`src/rtl/bus_switch_seq.sv`:
```
// Two-requester bus switch sequencer: round-robin arbitration, timed switch
// drive, and a mandatory one-cycle dead phase between transfers.
module bus_switch_seq (
    input  logic       clk,
    input  logic       reset,
    input  logic [1:0] req_valid,
    input  logic [3:0] req0_route,
    input  logic [3:0] req1_route,
    input  logic       req0_mask543,
    input  logic       req1_mask543,
    input  logic [2:0] req0_len,
    input  logic [2:0] req1_len,
    input  logic       abort,
    output logic       ctl_sw_1u,
    output logic       ctl_sw_1d,
    output logic       ctl_sw_2u,
    output logic       ctl_sw_2d,
    output logic       ctl_sw_mask543_en,
    output logic [1:0] gnt,
    output logic       err,
    output logic       busy
);

    typedef enum logic [1:0] {
        IDLE  = 2'd0,
        DRIVE = 2'd1,
        DEAD  = 2'd2
    } state_t;

    state_t     state, state_nxt;
    logic       ptr, ptr_nxt;
    logic [2:0] cnt, cnt_nxt;
    logic [3:0] sw, sw_nxt;          // {2d,2u,1d,1u}
    logic       mask_en, mask_en_nxt;
    logic [1:0] gnt_nxt;
    logic       err_nxt;

    logic       win;
    logic [3:0] win_route;
    logic       win_mask;
    logic [2:0] win_len;
    logic       win_illegal;

    always_comb begin
        win         = req_valid[ptr] ? ptr : ~ptr;
        win_route   = win ? req1_route   : req0_route;
        win_mask    = win ? req1_mask543 : req0_mask543;
        win_len     = win ? req1_len     : req0_len;
        win_illegal = (win_route[0] & win_route[1]) |
                      (win_route[2] & win_route[3]) |
                      (win_route == 4'b0000);
    end

    // NOTE: every signal gets its default before the case so no path leaves
    // one unassigned; otherwise synthesis infers a latch.
    always_comb begin
        state_nxt   = state;
        ptr_nxt     = ptr;
        cnt_nxt     = cnt;
        sw_nxt      = sw;
        mask_en_nxt = mask_en;
        gnt_nxt     = 2'b00;
        err_nxt     = 1'b0;
        case (state)
            IDLE: begin
                if (|req_valid) begin
                    ptr_nxt      = ~win;
                    gnt_nxt[win] = 1'b1;
                    if (win_illegal) begin
                        err_nxt   = 1'b1;
                        state_nxt = DEAD;
                    end else begin
                        state_nxt   = DRIVE;
                        sw_nxt      = win_route;
                        mask_en_nxt = win_mask & win_route[1];
                        cnt_nxt     = win_len;
                    end
                end
            end
            DRIVE: begin
                if (cnt == 3'd0 || abort) begin
                    state_nxt   = DEAD;
                    sw_nxt      = 4'b0000;
                    mask_en_nxt = 1'b0;
                    cnt_nxt     = 3'd0;
                end else begin
                    cnt_nxt = cnt - 3'd1;
                end
            end
            DEAD: state_nxt = IDLE;
            default: begin
                state_nxt   = IDLE;
                sw_nxt      = 4'b0000;
                mask_en_nxt = 1'b0;
            end
        endcase
    end

    // NOTE: state uses non-blocking assignments so every register samples
    // pre-edge values; the async reset drops the switches without a clock.
    always_ff @(posedge clk or posedge reset) begin
        if (reset) begin
            state   <= IDLE;
            ptr     <= 1'b0;
            cnt     <= 3'd0;
            sw      <= 4'b0000;
            mask_en <= 1'b0;
            gnt     <= 2'b00;
            err     <= 1'b0;
        end else begin
            state   <= state_nxt;
            ptr     <= ptr_nxt;
            cnt     <= cnt_nxt;
            sw      <= sw_nxt;
            mask_en <= mask_en_nxt;
            gnt     <= gnt_nxt;
            err     <= err_nxt;
        end
    end

    assign ctl_sw_1u         = sw[0];
    assign ctl_sw_1d         = sw[1];
    assign ctl_sw_2u         = sw[2];
    assign ctl_sw_2d         = sw[3];
    assign ctl_sw_mask543_en = mask_en;
    assign busy              = (state != IDLE);

endmodule

```
`config.mk`:
```
export PLATFORM = sky130hd
export DESIGN_NAME = bus_switch_seq
export DESIGN_NICKNAME = d
export VERILOG_FILES = /design/src/rtl/bus_switch_seq.sv
export SDC_FILE = /design/constraint.sdc
export NUM_CORES = 1
export LEC_CHECK = 0
export CAP_MARGIN = 20
export CELL_PAD_IN_SITES_DETAIL_PLACEMENT = 1
export CELL_PAD_IN_SITES_GLOBAL_PLACEMENT = 2
export CORE_MARGIN = 3
export CORE_UTILIZATION = 28
export CTS_CLUSTER_DIAMETER = 150
export DETAILED_ROUTE_END_ITERATION = 8
export PLACE_DENSITY = 0.88
export SLEW_MARGIN = 30
export SYNTH_ARGS = -nofsm -noshare
export SYNTH_HDL_FRONTEND = slang
export SYNTH_SLANG_ARGS = --single-unit
```
`constraint.sdc`:
```
create_clock -name clk -period 4.2 [get_ports clk]
set_input_delay 0.63 -clock clk [delete_from_list [all_inputs] [get_ports clk]]
set_output_delay 0.63 -clock clk [all_outputs]
set_load 0.02 [all_outputs]
```
### Word level (Yosys, flattened, before mapping)

Cells that the tools add are included.

| storage, ports and cells | value |
|---|---|
| register bits after elaboration | 14 |
| input bits | 21 |
| output and inout port bits | 9 |
| word-level logic and storage cells | 65 |

| operators by class | value |
|---|---|
| add/subtract/negate cells | 1 |
| magnitude comparators | 3 |
| equality and inequality tests | 5 |
| mux-type cells | 29 |
| bitwise gates (word level) | 8 |
| reductions and logical operators | 12 |

Operator list:

| kind | count |
|---|---|
| $mux 4 | 4 |
| $mux 3 | 4 |
| $pmux 4 s3 | 1 |
| $mux 1 | 11 |
| $mux 2 | 5 |
| $ne 2x2->1 const B | 3 |
| $pmux 3 s2 | 1 |
| $logic_not 4->1 | 1 |
| $lt 1x2->1 const B | 2 |
| $pmux 2 s2 | 1 |
| $reduce_and 2->1 | 2 |
| $reduce_and 4->1 | 1 |
| $reduce_bool 2->1 | 2 |
| $and 1x1->1 | 3 |
| $logic_not 3->1 | 1 |
| $not 1->1 | 3 |
| $pmux 1 s3 | 1 |
| $reduce_and 3->1 | 1 |
| $sub 3x1->3 const B | 1 |
| $eq 2x1->1 const B | 1 |
| $eq 2x2->1 const B | 1 |
| $logic_not 2->1 | 1 |
| $or 1x1->1 | 2 |
| $reduce_or 2->1 | 1 |
| other kinds (4) | 4 |

### Longest topological paths before layout

| logic depth | value |
|---|---|
| depth after elaboration | 10 |
| depth in mapped cells | 6 |

### Worst setup path after synthesis

Ideal clock, no wire load.

| path | value |
|---|---|
| path kind | input to register |
| from | in req1_route[0] |
| to | reg cnt[2] |
| setup time | 0.119 ns |
| data arrival time | 1.824 ns |
| setup slack | 2.258 ns |
| cell stages on the path | 5 |
| buffers on the path | 0 |
| path through | or4_1 and4_4 o31ai_4 a211o_1 nand2_1 |

| between the ends | value |
|---|---|
| cells in the longest elaborated chain, start to end | 6 |
| elaborated cells on any way between the ends | 7 |

RTL lines:

| element | RTL line | text |
|---|---|---|
| start, declared | 8 | `input logic [3:0] req1_route,` |
| $mux 4 * | 46 | `win_route = win ? req1_route : req0_route;` |
| $and 1x1->1 | 49 | `win_illegal = (win_route[0] & win_route[1]) \|` |
| $or 1x1->1 | 49 |  |
| $or 1x1->1 * | 50 | `(win_route[2] & win_route[3]) \|` |
| $ne 2x2->1 (no source line) * | - |  |
| $reduce_and 3->1 (no source line) * | - |  |
| end signal, assigned | 113 | `cnt <= cnt_nxt;` |
| end, declared | 32 | `logic [2:0] cnt, cnt_nxt;` |

Every way passes the cells marked *; elsewhere a longest branch is shown, timed or not.
A chain may end at the register's enable or synchronous reset.

### Worst setup path after layout

| path | value |
|---|---|
| from | reg state[0] |
| to | out busy |

| between the ends | value |
|---|---|
| cells in the longest elaborated chain, start to end | 1 |

RTL lines:

| element | RTL line | text |
|---|---|---|
| start, declared | 30 | `state_t state, state_nxt;` |
| start signal, assigned | 111 | `state <= state_nxt;` |
| $reduce_bool 2->1 | 126 | `assign busy = (state != IDLE);` |
| end, declared | 21 | `output logic busy` |

No other way between the ends.

==> impl_metrics.ini <==
[status]
status = complete, no violations

[sta]
hold_viol = 0
fin_ws_ps = 1850
post-route-min-period_ps = 2350
setup_violations = 0
relSlewSlack = 0.620
max_clock_freq_ghz = 0.425
slew_viol_final = 0
worstMarginPinSlew_ps = 569
rsz0062_at_grt = no
finalClockSkew_ps = 5.16
fin_tns_setup_ps = 0
min_period_over_period = 0.561

[critical_path]
cp-end-kind = output port
crit_required_ps = 3570
arrival_ps = 1720
crit_cells = 3
cp_slowest_cell = clkdlybuf4s50_1
worst_r2r_path_depth = 4
criticalPathCategory = reg -> out
crit_chain = nor2_1 -> inv_1 -> clkdlybuf4s50_1
worstPathMaxFanout = 6
critPathLaunchType = register
max_stage_delay_ps = 660
cp_top_family = buffers and inverters
worst-path-buf-inv = 2

[synthesis]
ys.flop_type = dfrtp_1
synth.avg_cell_area_um2 = 10.1
syn-cell-area_um2 = 831
yosys_warnings = 0
syn_nets = 105
yosysSeqAreaShare = 0.422
async_flop_share = 1.00
synth.distinct_cells = 30
syn_inst = 82
synth_edf_count = 0
ys_seq_elements = 14

[clock_tree]
tritoncts = done
insertion_delay_ps = 280
cts_buffer_depth = 2
numCtsBuffers = 3
ctsResizeCount = 0
cts_setup_buffers = 0
cts_hold_buf = 0
htreeDepth = 1
path_clk_slew_ps = 90
cts-root-buf = clkbuf_4
numClockSinks = 14

[detailed_routing]
viasPerCell = 5.27
dr.pass1.iters = 4
vias = 770
detail_route.wl_per_cell_um = 15.7
drt-initial-drc-count = 14
wirelength_um = 2290
antenna_left = 0
drcViolationCount = 0

[worst_hold_path]
hp-class = reg -> reg
hold_depth = 2

[pwr]
power.total_mw = 0.782
cellLeakagePower_nw = 0.505
p_per_area_nw_per_um2 = 653
ir_drop_mv = 0.288

[cells_and_area]
final_cell_mix = clkdlybuf4s50_1 (29), dfrtp_1 (14), nor2_1 (9), nand2_1 (6)
fin_nets = 139
layout_commonest_cell = clkdlybuf4s50_1
syn_to_final_growth_pct = 44.0
fin_cells = 146
diodes = 0
layout-drive-gt1-share = 0.122
num-fill-cells = 311

[job]
drv_cap = 0

[grt]
grt_pass1_wl_um = 3840
grt_max_degree = 15
grt_pass1_vias = 828
gr-total-overflow = 0
grt_antenna_before_repair = 0
grt_use_total = 0.142

[placement]
hpwl_um = 1860
pre_cts_slack_ps = 1600
placedCellCount = 142
place.gp.congestion = 0.776
port_buffers = 29

[die]
core_area_um2 = 2780
initial_utilization = 0.299
die_y_um = 60.5
die-area_um2 = 3660
num_io_pins = 30
die_x_um = 60.5
num_rows = 19
==> worst reg2reg max path: stages (launching register included) <==
cell and delay (ps):
dfrtp_1 440, nand2b_1 270, a211o_1 290, o211ai_4 190, o41ai_1 410
==> per-layer routing <==
metal | vias to the layer above | wire, um | GRT usage
li1 | 371 | - | -
met1 | 387 | 1050 | 0.177
met2 | 10 | 1150 | 0.239
met3 | 2 | 76 | 0.0447
met4 | 0 | 13 | 0.0341
met5 | - | 0 | 0
==> Yosys cell counts (2+ instances only) <==
master / count / area, um2
o31ai_1: 4 / 30.0
nor3_1: 3 / 15.0
nand2b_1: 2 / 12.5
a211o_1: 2 / 17.5
o21ai_1: 2 / 10.0
dfrtp_1: 14 / 350
mux2i_1: 5 / 50.1
ha_1: 2 / 25.0
nand3_1: 5 / 25.0
inv_1: 5 / 18.8
mux2_2: 2 / 22.5
nor2_1: 9 / 33.8
nand2_1: 6 / 22.5
a21oi_1: 5 / 25.0
==> stage by stage <==
step / instance area (um2) / hold WS [ps] / util
finish: 1200 / 509 / 0.430
global route: 1200 / 555 / 0.430
CTS: 1200 / 514 / 0.430
detailed placement: 1160 / 494 / 0.417
global placement: 1160 / 470 / 0.417
floorplan: 831 / 456 / -
==> final cells by class <==
| cell class | instances | area [um2] | area share |
|---|---|---|---|
| Multi-Input combinational cell | 62 | 458 | 0.383 |
| Sequential cell | 14 | 350 | 0.293 |
| Timing Repair Buffer | 29 | 290 | 0.243 |
| Tap cell | 31 | 38.8 | 0.0324 |
| Clock buffer | 4 | 36.3 | 0.0303 |
| Inverter | 6 | 22.5 | 0.0188 |
==> cell families after synthesis <==
kind of cell,Yosys count,share of synthesized area
fa+ha+maj,2,0.0301
simple gates,31,0.196
flops,14,0.422
buf+inv,6,0.0271
compound gates,22,0.238
mux,7,0.0873
==> worst paths after layout <==
path,from,endpoint,slack [ps]
min reg2reg,cnt[1],cnt[1],510
max,state[0],busy,1850
min in group asynchronous,reset,gnt[0],700
max reg2reg,state[1],ctl_sw_mask543_en,2460
max in group asynchronous,reset,cnt[2],3120
min,cnt[1],cnt[1],510
==> sequential cells by signal (all words and copies together), names as in the netlist <==
register / flops
err: 1
gnt: 2
ptr: 1
cnt: 3
ctl_sw_mask543_en: 1
state: 2
sw: 4
==> where the power goes <==
part           switching (mW)  total [mW]  internal (mW)  leakage, nW
clock                  0.0450      0.0977         0.0527       0.0210
sequential             0.0420       0.238          0.196        0.179
combinational           0.252       0.446          0.194        0.304
total                   0.339       0.782          0.442        0.505
No activity file was read; power rests on OpenSTA's default activity.
